File: config.mk
export PLATFORM = sky130hd
export DESIGN_NAME = fwd_bypass_unit
export DESIGN_NICKNAME = d
export VERILOG_FILES = /design/src/rtl/fwd_pkg.sv /design/src/rtl/fwd_port_select.sv /design/src/rtl/fwd_bypass_unit.sv
export SDC_FILE = /design/constraint.sdc
export NUM_CORES = 1
export LEC_CHECK = 0
export BUFFER_PORTS_ARGS = -buffer_cell sky130_fd_sc_hd__buf_2
export CAP_MARGIN = 20
export CORE_UTILIZATION = 35
export CTS_CLUSTER_SIZE = 8
export DETAILED_ROUTE_END_ITERATION = 10
export PLACE_DENSITY = 0.62
export SLEW_MARGIN = 0
export SYNTH_ARGS = -nofsm -noshare
export SYNTH_HDL_FRONTEND = slang
export SYNTH_HIERARCHICAL = 1
export SYNTH_SLANG_ARGS = --single-unit
File: constraint.sdc
create_clock -name clk -period 6.5 [get_ports clk]
set_input_delay 1.3 -clock clk [delete_from_list [all_inputs] [get_ports clk]]
set_output_delay 1.3 -clock clk [all_outputs]
set_load 0.01 [all_outputs]
File: src/rtl/fwd_pkg.sv
// Shared types and default sizing for the operand-forwarding unit.
// A slot entry mirrors one in-flight register write as it moves down the pipeline.
package fwd_pkg;
  localparam int FWD_DATA_W   = 64;
  localparam int FWD_REG_AW   = 5;
  localparam int FWD_DEPTH    = 3;
  localparam int FWD_ZERO_REG = 31;

  typedef struct packed {
    logic                  valid;
    logic                  we;
    logic [FWD_REG_AW-1:0] rd;
    logic                  ready;
    logic [FWD_DATA_W-1:0] data;
  } fwd_entry_t;
endpackage

File: src/rtl/fwd_port_select.sv
// One read port's youngest-match lookup over the in-flight slots; purely combinational.
// An unready youngest match raises stall and blocks any older ready match.
module fwd_port_select
  import fwd_pkg::*;
#(
  parameter int DEPTH    = FWD_DEPTH,
  parameter int REG_AW   = FWD_REG_AW,
  parameter int DATA_W   = FWD_DATA_W,
  parameter int ZERO_REG = FWD_ZERO_REG
) (
  input  fwd_entry_t [DEPTH-1:0] slots,
  input  logic [REG_AW-1:0]      rs_addr,
  input  logic [DATA_W-1:0]      rf_data,
  output logic [DATA_W-1:0]      fwd_data,
  output logic                   fwd_hit,
  output logic                   stall
);

  logic found;

  always_comb begin
    fwd_data = rf_data;
    fwd_hit  = 1'b0;
    stall    = 1'b0;
    found    = 1'b0;
    for (int i = 0; i < DEPTH; i++) begin
      if (!found && slots[i].valid && slots[i].we && (slots[i].rd == rs_addr) &&
          (rs_addr != REG_AW'(ZERO_REG))) begin
        found = 1'b1;
        if (slots[i].ready) begin
          fwd_data = slots[i].data;
          fwd_hit  = 1'b1;
        end else begin
          stall = 1'b1;
        end
      end
    end
  end

endmodule

File: src/rtl/fwd_bypass_unit.sv
// Operand forwarding: DEPTH-slot shift register of in-flight writes, zero-latency lookup per port.
// Stalls a port when its youngest producer is a load still waiting on memory data.
module fwd_bypass_unit
  import fwd_pkg::*;
#(
  parameter int DATA_W   = FWD_DATA_W,
  parameter int REG_AW   = FWD_REG_AW,
  parameter int NUM_RD   = 2,
  parameter int DEPTH    = FWD_DEPTH,
  parameter int MEM_SLOT = 1,
  parameter int ZERO_REG = FWD_ZERO_REG
) (
  input  logic                       clk,
  input  logic                       reset,
  input  logic                       advance,
  input  logic                       issue_valid,
  input  logic                       issue_we,
  input  logic [REG_AW-1:0]          issue_rd,
  input  logic                       issue_is_load,
  input  logic [DATA_W-1:0]          ex_result,
  input  logic                       mem_load_valid,
  input  logic [DATA_W-1:0]          mem_load_data,
  input  logic                       flush,
  input  logic [NUM_RD*REG_AW-1:0]   rs_addr,
  input  logic [NUM_RD*DATA_W-1:0]   rf_data,
  output logic [NUM_RD*DATA_W-1:0]   fwd_data,
  output logic [NUM_RD-1:0]          fwd_hit,
  output logic [NUM_RD-1:0]          stall,
  output logic [$clog2(DEPTH+1)-1:0] inflight_cnt
);

  localparam int CNT_W = $clog2(DEPTH+1);

  fwd_entry_t [DEPTH-1:0] slots;
  fwd_entry_t [DEPTH-1:0] comp;
  fwd_entry_t [DEPTH-1:0] slots_nxt;
  logic [CNT_W-1:0]       cnt_nxt;

  always_comb begin
    // Load data completes in place first, so a same-edge advance carries it forward.
    comp = slots;
    if (mem_load_valid && slots[MEM_SLOT].valid && !slots[MEM_SLOT].ready) begin
      comp[MEM_SLOT].ready = 1'b1;
      comp[MEM_SLOT].data  = mem_load_data;
    end

    slots_nxt = comp;
    if (advance) begin
      for (int i = DEPTH-1; i > 0; i--) begin
        slots_nxt[i] = comp[i-1];
      end
      slots_nxt[0].valid = issue_valid;
      slots_nxt[0].we    = issue_we;
      slots_nxt[0].rd    = issue_rd;
      slots_nxt[0].ready = ~issue_is_load;
      slots_nxt[0].data  = issue_is_load ? '0 : ex_result;
    end
    if (flush) begin
      slots_nxt[0].valid = 1'b0;
    end

    cnt_nxt = '0;
    for (int i = 0; i < DEPTH; i++) begin
      cnt_nxt = cnt_nxt + CNT_W'(slots_nxt[i].valid);
    end
  end

  always_ff @(posedge clk) begin
    if (reset) begin
      slots        <= '0;
      inflight_cnt <= '0;
    end else begin
      slots        <= slots_nxt;
      inflight_cnt <= cnt_nxt;
    end
  end

  for (genvar p = 0; p < NUM_RD; p++) begin : g_port
    fwd_port_select #(
      .DEPTH    (DEPTH),
      .REG_AW   (REG_AW),
      .DATA_W   (DATA_W),
      .ZERO_REG (ZERO_REG)
    ) u_sel (
      .slots    (slots),
      .rs_addr  (rs_addr[p*REG_AW +: REG_AW]),
      .rf_data  (rf_data[p*DATA_W +: DATA_W]),
      .fwd_data (fwd_data[p*DATA_W +: DATA_W]),
      .fwd_hit  (fwd_hit[p]),
      .stall    (stall[p])
    );
  end

endmodule

==> qor.json, run 1 <==
{
  "timing.critical_path.from": {"value": "rs_addr[2]"},
  "setup_total_neg_slack": {"value": 0, "unit": "ns"},
  "synth_async_sr_flop_share": {"value": 0, "unit": "%"},
  "drv_slew": {"value": 0},
  "drc": {"value": 0},
  "start_util": {"value": 35.7, "unit": "%"},
  "synth_enable_flop_cells": {"value": 0},
  "regToRegSetupSlack": {"value": 4.06, "unit": "ns"},
  "worstPathCellList": {"value": "buf_2 > xor2_1 > or4_4 > nor3_4 > buf_12 > a211oi_1 > o2bb2ai_1 > buf_2"},
  "route.detailed.vias_per_inst": {"value": 6.42},
  "worst_pin_slew": {"value": 1.13, "unit": "ns"},
  "maximum_fanout_count_along_the_critical_path": {"value": 26},
  "fp-row-count": {"value": 71},
  "maxClockFrequency": {"value": 0.190, "unit": "GHz"},
  "wire_per_inst": {"value": 25.0, "unit": "um"},
  "critical_path.reg2reg.endpoint": {"value": "comp[200]$_SDFFE_PP0P_"},
  "regToRegStartpoint": {"value": "slots[136]$_SDFF_PP0_"},
  "dr.first_iter.drc_count": {"value": 1461},
  "vdd_ir_drop_max": {"value": 0.150, "unit": "mV"},
  "groute.layer.met3.usage": {"value": 5.92, "unit": "%"},
  "dp_hpwl": {"value": 39000, "unit": "um"},
  "setup_repair_after_global_routing_missed_its_margin": {"value": "no"},
  "grt_overflow": {"value": 0},
  "yosys.area_share.xor_xnor": {"value": 1.55, "unit": "%"},
  "final_setup_violating_endpoints": {"value": 0},
  "final.period_utilization": {"value": 81.1, "unit": "%"},
  "synth_simple_gate_area_share": {"value": 12.6, "unit": "%"},
  "dominant_combinational_cell_family_by_area_after_synthesis": {"value": "compound AO/OA/AOI/OAI gates"},
  "number_of_h_tree_levels": {"value": 1},
  "global_route_wire_length_before_repair": {"value": 90300, "unit": "um"},
  "gp_congestion": {"value": 0.924},
  "yosys.area_share.adder": {"value": 0.148, "unit": "%"},
  "met2_usage": {"value": 48.7, "unit": "%"},
  "synth.net_count": {"value": 1897},
  "place.port_buffers": {"value": 412},
  "holdPathStages": {"value": 2},
  "min-delay-path-class": {"value": "reg2reg"},
  "synth.cell_area": {"value": 13600, "unit": "um^2"},
  "detail_route.first_pass.iterations": {"value": 5},
  "placed_cells_incl_taps": {"value": 2381},
  "placeableCoreArea": {"value": 37900, "unit": "um^2"},
  "synthesis.instances": {"value": 1617},
  "die_height": {"value": 199, "unit": "um"},
  "endpoint": {"value": "fwd_data[54]"},
  "ant_nets": {"value": 0},
  "synth-seq-cells": {"value": 218},
  "n_fill_cell": {"value": 3811},
  "floorplan.die_area": {"value": 39500, "unit": "um^2"},
  "synthDistinctLibCells": {"value": 48},
  "groute.layer.met1.usage": {"value": 37.1, "unit": "%"},
  "post_cts_resized": {"value": 0},
  "synthMuxAreaShare": {"value": 1.55, "unit": "%"},
  "most_used_layer_global_route": {"value": "met2"},
  "yosys_most_used_dff": {"value": "sky130_fd_sc_hd__dfxtp_1"},
  "pwr_dens": {"value": 209, "unit": "nW/um^2"},
  "path_class": {"value": "in2out"},
  "post_route_cells_drive_above_1_share": {"value": 27.0, "unit": "%"},
  "critical_path.max_stage_delay": {"value": 0.77, "unit": "ns"},
  "grt_util_all_layers": {"value": 29.5, "unit": "%"},
  "nNetsFinal": {"value": 2183},
  "power.static_leakage": {"value": 6.06, "unit": "nW"},
  "maxSlewHeadroom": {"value": 24.9, "unit": "%"},
  "tritoncts": {"value": "yes"},
  "ios": {"value": 413},
  "multi_input_comb_area": {"value": 8240, "unit": "um^2"},
  "grt_antenna_before_repair": {"value": 8},
  "register_area": {"value": 4360, "unit": "um^2"},
  "dpl-instance-area": {"value": 15800, "unit": "um^2"},
  "drv_cap": {"value": 0},
  "utilization": {"value": 43.9, "unit": "%"},
  "post_layout_instance_area": {"value": 16600, "unit": "um^2"},
  "ff2ff_path_depth": {"value": 4},
  "cts_buffers": {"value": 31},
  "largest_net_degree_at_the_start_of_global_routing": {"value": 141},
  "finalHoldViolations": {"value": 0},
  "cts.sink_count": {"value": 218},
  "synth_area_per_cell": {"value": 8.38, "unit": "um^2"},
  "cts_buffer_depth": {"value": 3},
  "worst-path-buf-inv": {"value": 3},
  "die_x": {"value": 199, "unit": "um"},
  "clock_skew": {"value": 0.0208, "unit": "ns"},
  "setup.worst_path.start_class": {"value": "primary input"},
  "cp.required": {"value": 5.20, "unit": "ns"},
  "yosysWarnings": {"value": 6},
  "worstPathArrival": {"value": 3.97, "unit": "ns"},
  "timing.critical_path.to_type": {"value": "output port"},
  "wl": {"value": 60600, "unit": "um"},
  "cts_setup_buffers": {"value": 0},
  "synth-seq-area-share": {"value": 32.2, "unit": "%"},
  "synth_compound_area_share": {"value": 44.3, "unit": "%"},
  "critical-path-top-cell-by-count": {"value": "sky130_fd_sc_hd__buf_2"},
  "finalCriticalPeriod": {"value": 5.27, "unit": "ns"},
  "number_of_global_route_vias_before_repair": {"value": 15300},
  "clk_pin_slew_worst_paths": {"value": 0.05, "unit": "ns"},
  "layoutNonFillerInstCount": {"value": 2422},
  "timing.critical_path.max_delay_family": {"value": "simple AND/OR/NAND/NOR gates"},
  "cts_root_buffer": {"value": "sky130_fd_sc_hd__clkbuf_16"},
  "ctsHoldBuffers": {"value": 0},
  "status": {"value": "finished clean"},
  "worstSkewPairLatency": {"value": 0.57, "unit": "ns"},
  "detailroute.via_count": {"value": 15500},
  "area_delta_synth_final": {"value": 22.7, "unit": "%"},
  "cp_num_cells": {"value": 8},
  "worst_path_max_delay_cell": {"value": "sky130_fd_sc_hd__nor3_4"}
}
==> per-stage QoR <==
stage / power [W] / setup WS (ns) / hold slack [ns]
floorplan: 0.00178 / 2.21 / 0.466
global placement: 0.00202 / 1.11 / 0.489
detailed placement: 0.00203 / 1.27 / 0.493
CTS: 0.00348 / 1.26 / 0.501
global route: 0.00359 / 1.21 / 0.523
finish: 0.00347 / 1.23 / 0.502
==> worst reg2reg max path: cells and delay by family (launching register included) <==
family / cells / cell delay [ns]
buf+inv: 1 / 0.74
flops: 1 / 0.39
compound gates: 1 / 0.34
simple gates: 2 / 0.85
==> Yosys cell counts (3+ instances only) <==
cell	number	area (um^2)
sky130_fd_sc_hd__or3_1	4	25.0
sky130_fd_sc_hd__a211o_1	4	35.0
sky130_fd_sc_hd__nor4_1	6	37.5
sky130_fd_sc_hd__dfxtp_1	218	4360
sky130_fd_sc_hd__xor2_1	12	105
sky130_fd_sc_hd__a211oi_1	129	968
sky130_fd_sc_hd__o2bb2ai_1	126	1100
sky130_fd_sc_hd__o32ai_1	126	1100
sky130_fd_sc_hd__nor2b_1	5	31.3
sky130_fd_sc_hd__nor2_1	221	830
sky130_fd_sc_hd__a21boi_0	98	736
sky130_fd_sc_hd__buf_2	50	250
sky130_fd_sc_hd__xnor2_1	12	105
sky130_fd_sc_hd__nand2_1	141	529
sky130_fd_sc_hd__clkbuf_1	129	484
sky130_fd_sc_hd__nor3_2	4	40.0
sky130_fd_sc_hd__a22oi_1	63	473
sky130_fd_sc_hd__buf_6	18	203
sky130_fd_sc_hd__inv_1	16	60.1
sky130_fd_sc_hd__a21oi_1	4	20.0
sky130_fd_sc_hd__buf_4	3	22.5
sky130_fd_sc_hd__mux2i_1	21	210
sky130_fd_sc_hd__nor3_1	4	20.0
sky130_fd_sc_hd__a311oi_1	128	1120
sky130_fd_sc_hd__nand4_1	6	37.5
sky130_fd_sc_hd__a21boi_1	28	210
sky130_fd_sc_hd__buf_1	3	11.3
==> layout by cell type, fill, tap and decap left out, drive strengths merged, types with 12 or more instances in the layout <==
cell / n
a22oi: 63
buf: 456
dfxtp: 218
a21boi: 126
xnor2: 12
nor2: 221
inv: 18
xor2: 12
o32ai: 126
mux2i: 21
clkbuf: 36
nand2: 141
a211oi: 129
o2bb2ai: 126
a311oi: 128
==> power breakdown <==
group	switching (W)	internal, W	leakage (nW)
sequential	0.0000706	0.00141	1.79
clock	0.000609	0.000850	0.398
combinational	0.000321	0.000213	3.87
total	0.00100	0.00247	6.06
==> per-layer routing <==
layer	part of all wire (%)	up-vias
met5	0.11	-
met4	3.9	10
met3	9.8	189
met2	46	1030
met1	40	7363
li1	-	6953
==> sequential cells by signal, indices dropped and copies added, names as in the netlist <==
signal,cells
inflight_cnt,2
comp,151
slots,65
==> worst min-delay path by stage <==
stage,start,endpoint,slack [ns]
3_5_place_dp,comp[188]$_SDFFE_PP0P_,comp[188]$_SDFFE_PP0P_,0.49
6_report,comp[196]$_SDFFE_PP0P_,comp[196]$_SDFFE_PP0P_,0.50
2_1_floorplan,comp[62]$_SDFFE_PP0P_,comp[62]$_SDFFE_PP0P_,0.47
4_1_cts,comp[188]$_SDFFE_PP0P_,comp[188]$_SDFFE_PP0P_,0.50
3_3_place_gp,comp[188]$_SDFFE_PP0P_,comp[188]$_SDFFE_PP0P_,0.49
5_1_grt,comp[183]$_SDFFE_PP0P_,comp[183]$_SDFFE_PP0P_,0.52
==> area by class of cell <==
class / count / share of cell area (%)
multi-input cells: 1179 / 49.5
clock buffers: 36 / 4.84
diodes: 4 / 0.0602
well taps: 511 / 3.84
repair buffers: 456 / 15.0
inverters: 17 / 0.414
clock inverters: 1 / 0.0527
flip-flops and latches: 218 / 26.2
==> kinds of logic (layout without fill, tap and decap cells) <==
group	after synthesis	in the layout
compound gates	724	724
simple gates	409	409
buf+inv	220	510
flops	218	218
xor+xnor	24	24
mux	21	21
fa+ha+maj	1	1
other cells	0	4
Note: power is estimated with default switching activity, not from simulation.
==> inputs of run 2 (changes only) <==
clock period = 5.2 ns   (was 6.5 ns; I/O delays follow)
==> run 2 against run 1 <==
Compared with the run above:
- critical path depth is 1 higher
- via count down 0.30%
- clock power grew 23%
- non-clock buffer count decreased by 2
- global-route usage decreased by 1.4 points
- final cell count fell by 0.17%
- clock skew fell by 0.0020 ns
- critical endpoint is now fwd_data[42]
- register-to-register slack got worse by 1.3 ns
- die area unchanged
- critical path type unchanged
- count of clock-buffer cells in the layout unchanged
- wire length decreased by 4.1%
- core utilization shrank 0.20 points
==> qor.json, run 2 (synthesis gave the netlist of run 1 again) <==
{
  "status": {"value": "finished clean", "change": "unchanged"},
  "grt_util_all_layers": {"value": 28.1, "unit": "%", "change": "was 29.5%"},
  "path_class": {"value": "in2out", "change": "unchanged"},
  "worstPathArrival": {"value": 3.41, "unit": "ns", "change": "was 3.97 ns"},
  "placed_cells_incl_taps": {"value": 2379, "change": "was 2381"},
  "dr.first_iter.drc_count": {"value": 1296, "change": "was 1461"},
  "worst_path_max_delay_cell": {"value": "sky130_fd_sc_hd__buf_4", "change": "was sky130_fd_sc_hd__nor3_4"},
  "finalHoldViolations": {"value": 0, "change": "unchanged"},
  "die_height": {"value": 199, "unit": "um", "change": "unchanged"},
  "layout_setup_ws": {"value": 0.748, "unit": "ns", "change": "was 1.23 ns"},
  "area_delta_synth_final": {"value": 22.1, "unit": "%", "change": "was 22.7%"},
  "largest_reg_flops": {"value": 151, "change": "unchanged"},
  "post_route_cells_drive_above_1_share": {"value": 26.9, "unit": "%", "change": "was 27.0%"},
  "clock_skew": {"value": 0.0187, "unit": "ns", "change": "was 0.0208 ns"},
  "critical_path.max_stage_delay": {"value": 0.46, "unit": "ns", "change": "was 0.77 ns"},
  "final_cell_mix": {"value": "410 x sky130_fd_sc_hd__buf_2, 221 x sky130_fd_sc_hd__nor2_1, 218 x sky130_fd_sc_hd__dfxtp_1", "change": "unchanged"},
  "cp.required": {"value": 4.16, "unit": "ns", "change": "was 5.20 ns"},
  "n_fill_cell": {"value": 3895, "change": "was 3811"},
  "die_x": {"value": 199, "unit": "um", "change": "unchanged"},
  "register_area": {"value": 4360, "unit": "um^2", "change": "unchanged"},
  "wire_per_inst": {"value": 24.0, "unit": "um", "change": "was 25.0 um"},
  "place.port_buffers": {"value": 412, "change": "unchanged"},
  "nNetsFinal": {"value": 2181, "change": "was 2183"},
  "cts_setup_buffers": {"value": 0, "change": "unchanged"},
  "route.detailed.vias_per_inst": {"value": 6.41, "change": "was 6.42"},
  "detail_route.first_pass.iterations": {"value": 8, "change": "was 5"},
  "worst-path-buf-inv": {"value": 4, "change": "was 3"},
  "drv_slew": {"value": 0, "change": "unchanged"},
  "fp-row-count": {"value": 71, "change": "unchanged"},
  "grt_antenna_before_repair": {"value": 7, "change": "was 8"},
  "pwr_dens": {"value": 261, "unit": "nW/um^2", "change": "was 209 nW/um^2"},
  "ant_nets": {"value": 0, "change": "unchanged"},
  "timing.critical_path.max_delay_family": {"value": "buffers and inverters", "change": "was simple AND/OR/NAND/NOR gates"},
  "clk_pin_slew_worst_paths": {"value": 0.05, "unit": "ns", "change": "about the same"},
  "maxSlewHeadroom": {"value": 28.4, "unit": "%", "change": "was 24.9%"},
  "ios": {"value": 413, "change": "unchanged"},
  "number_of_global_route_vias_before_repair": {"value": 15100, "change": "was 15300"},
  "timing.critical_path.to_type": {"value": "output port", "change": "unchanged"},
  "final_common_cell": {"value": "sky130_fd_sc_hd__buf_2", "change": "unchanged"},
  "cts_buffers": {"value": 31, "change": "unchanged"},
  "layoutNonFillerInstCount": {"value": 2418, "change": "was 2422"},
  "largest_net_degree_at_the_start_of_global_routing": {"value": 117, "change": "was 141"},
  "worst_pin_slew": {"value": 1.07, "unit": "ns", "change": "was 1.13 ns"},
  "maximum_fanout_count_along_the_critical_path": {"value": 67, "change": "was 26"},
  "start_util": {"value": 35.7, "unit": "%", "change": "unchanged"},
  "dp_slack": {"value": 0.820, "unit": "ns", "change": "was 1.27 ns"},
  "cts.sink_count": {"value": 218, "change": "unchanged"},
  "min-delay-path-class": {"value": "reg2reg", "change": "unchanged"},
  "setup.worst_path.start_class": {"value": "primary input", "change": "unchanged"},
  "wl": {"value": 58100, "unit": "um", "change": "was 60600 um"},
  "cts_buffer_depth": {"value": 3, "change": "unchanged"},
  "ctsHoldBuffers": {"value": 0, "change": "unchanged"},
  "final_setup_violating_endpoints": {"value": 0, "change": "unchanged"},
  "gp_congestion": {"value": 0.944, "change": "was 0.924"},
  "grt_overflow": {"value": 0, "change": "unchanged"},
  "post_layout_instance_area": {"value": 16600, "unit": "um^2", "change": "about the same"},
  "power.static_leakage": {"value": 6.03, "unit": "nW", "change": "was 6.06 nW"},
  "post_cts_resized": {"value": 0, "change": "unchanged"},
  "floorplan.die_area": {"value": 39500, "unit": "um^2", "change": "unchanged"},
  "final.period_utilization": {"value": 85.6, "unit": "%"},
  "tritoncts": {"value": "yes", "change": "unchanged"},
  "dp_hpwl": {"value": 38500, "unit": "um", "change": "was 39000 um"},
  "cts_root_buffer": {"value": "sky130_fd_sc_hd__clkbuf_16", "change": "unchanged"},
  "utilization": {"value": 43.6, "unit": "%", "change": "was 43.9%"},
  "setup_repair_after_global_routing_missed_its_margin": {"value": "no", "change": "unchanged"},
  "drv_cap": {"value": 0, "change": "unchanged"},
  "maxClockFrequency": {"value": 0.225, "unit": "GHz"},
  "setup_total_neg_slack": {"value": 0, "unit": "ns", "change": "unchanged"},
  "finalCriticalPeriod": {"value": 4.45, "unit": "ns"},
  "drc": {"value": 0, "change": "unchanged"},
  "dpl-instance-area": {"value": 15700, "unit": "um^2", "change": "was 15800 um^2"},
  "detailroute.via_count": {"value": 15500, "change": "about the same"},
  "placeableCoreArea": {"value": 37900, "unit": "um^2", "change": "unchanged"},
  "number_of_h_tree_levels": {"value": 1, "change": "unchanged"},
  "multi_input_comb_area": {"value": 8240, "unit": "um^2", "change": "unchanged"},
  "vdd_ir_drop_max": {"value": 0.231, "unit": "mV", "change": "was 0.150 mV"},
  "worstPathCellList": {"value": "buf_2 > nor2b_1 > a2111oi_0 > nand4_1 > buf_4 > nor3_4 > buf_4 > o2bb2ai_1 > buf_2", "change": "was buf_2 > xor2_1 > or4_4 > nor3_4 > buf_12 > a211oi_1 > o2bb2ai_1 > buf_2"},
  "global_route_wire_length_before_repair": {"value": 87000, "unit": "um", "change": "was 90300 um"},
  "worstSkewPairLatency": {"value": 0.56, "unit": "ns", "change": "was 0.57 ns"}
}
[run 2: cell types whose count changed in the layout (fill, tap and decap cells not counted)]
cell and change:
sky130_fd_sc_hd__buf_12 -4, sky130_fd_sc_hd__buf_4 +3, sky130_fd_sc_hd__buf_8 -1, sky130_fd_sc_hd__diode_2 -2
[run 2: final cells by class]
type | count | area share, %
Clock buffer | 36 | 4.86
Timing Repair Buffer | 454 | 14.7
Multi-Input combinational cell | 1179 | 49.8
Antenna cell | 2 | 0.0302
Tap cell | 511 | 3.86
Sequential cell | 218 | 26.4
Clock inverter | 1 | 0.0529
Inverter | 17 | 0.416
[run 2: tightest hold or removal path, stage by stage (launching register included)]
cell	delay [ns]
sky130_fd_sc_hd__dfxtp_1	0.32
sky130_fd_sc_hd__nor2_1	0.08
sky130_fd_sc_hd__a311oi_1	0.05
[run 2: routing by layer]
metal  wire (um)  GRT usage [%]  share of wire, %
met5          63              0              0.11
met4        3040           16.3               5.2
met3        5340           4.98               9.2
met2       26000           44.4                45
met1       23700           35.9                41
[run 2: final timing paths]
| check | from | cells after the start | to | slack (ns) |
|---|---|---|---|---|
| max reg2reg | comp[143]$_SDFF_PP0_ | 4 | comp[202]$_SDFFE_PP0P_ | 2.77 |
| min | comp[186]$_SDFFE_PP0P_ | 2 | comp[186]$_SDFFE_PP0P_ | 0.50 |
| min reg2reg | comp[186]$_SDFFE_PP0P_ | 2 | comp[186]$_SDFFE_PP0P_ | 0.50 |
| max | rs_addr[4] | 9 | fwd_data[42] | 0.75 |
[run 2: power by group]
part           switching [W]  internal, W
clock               0.000740      0.00106
combinational       0.000396     0.000270
sequential         0.0000875      0.00176
total                0.00122      0.00309
[run 2: metrics by stage]
step                hold slack, ns  power (W)
floorplan                    0.466    0.00223
global route                 0.514    0.00448
CTS                          0.503    0.00435
global placement             0.487    0.00253
finish                       0.498    0.00431
detailed placement           0.496    0.00254
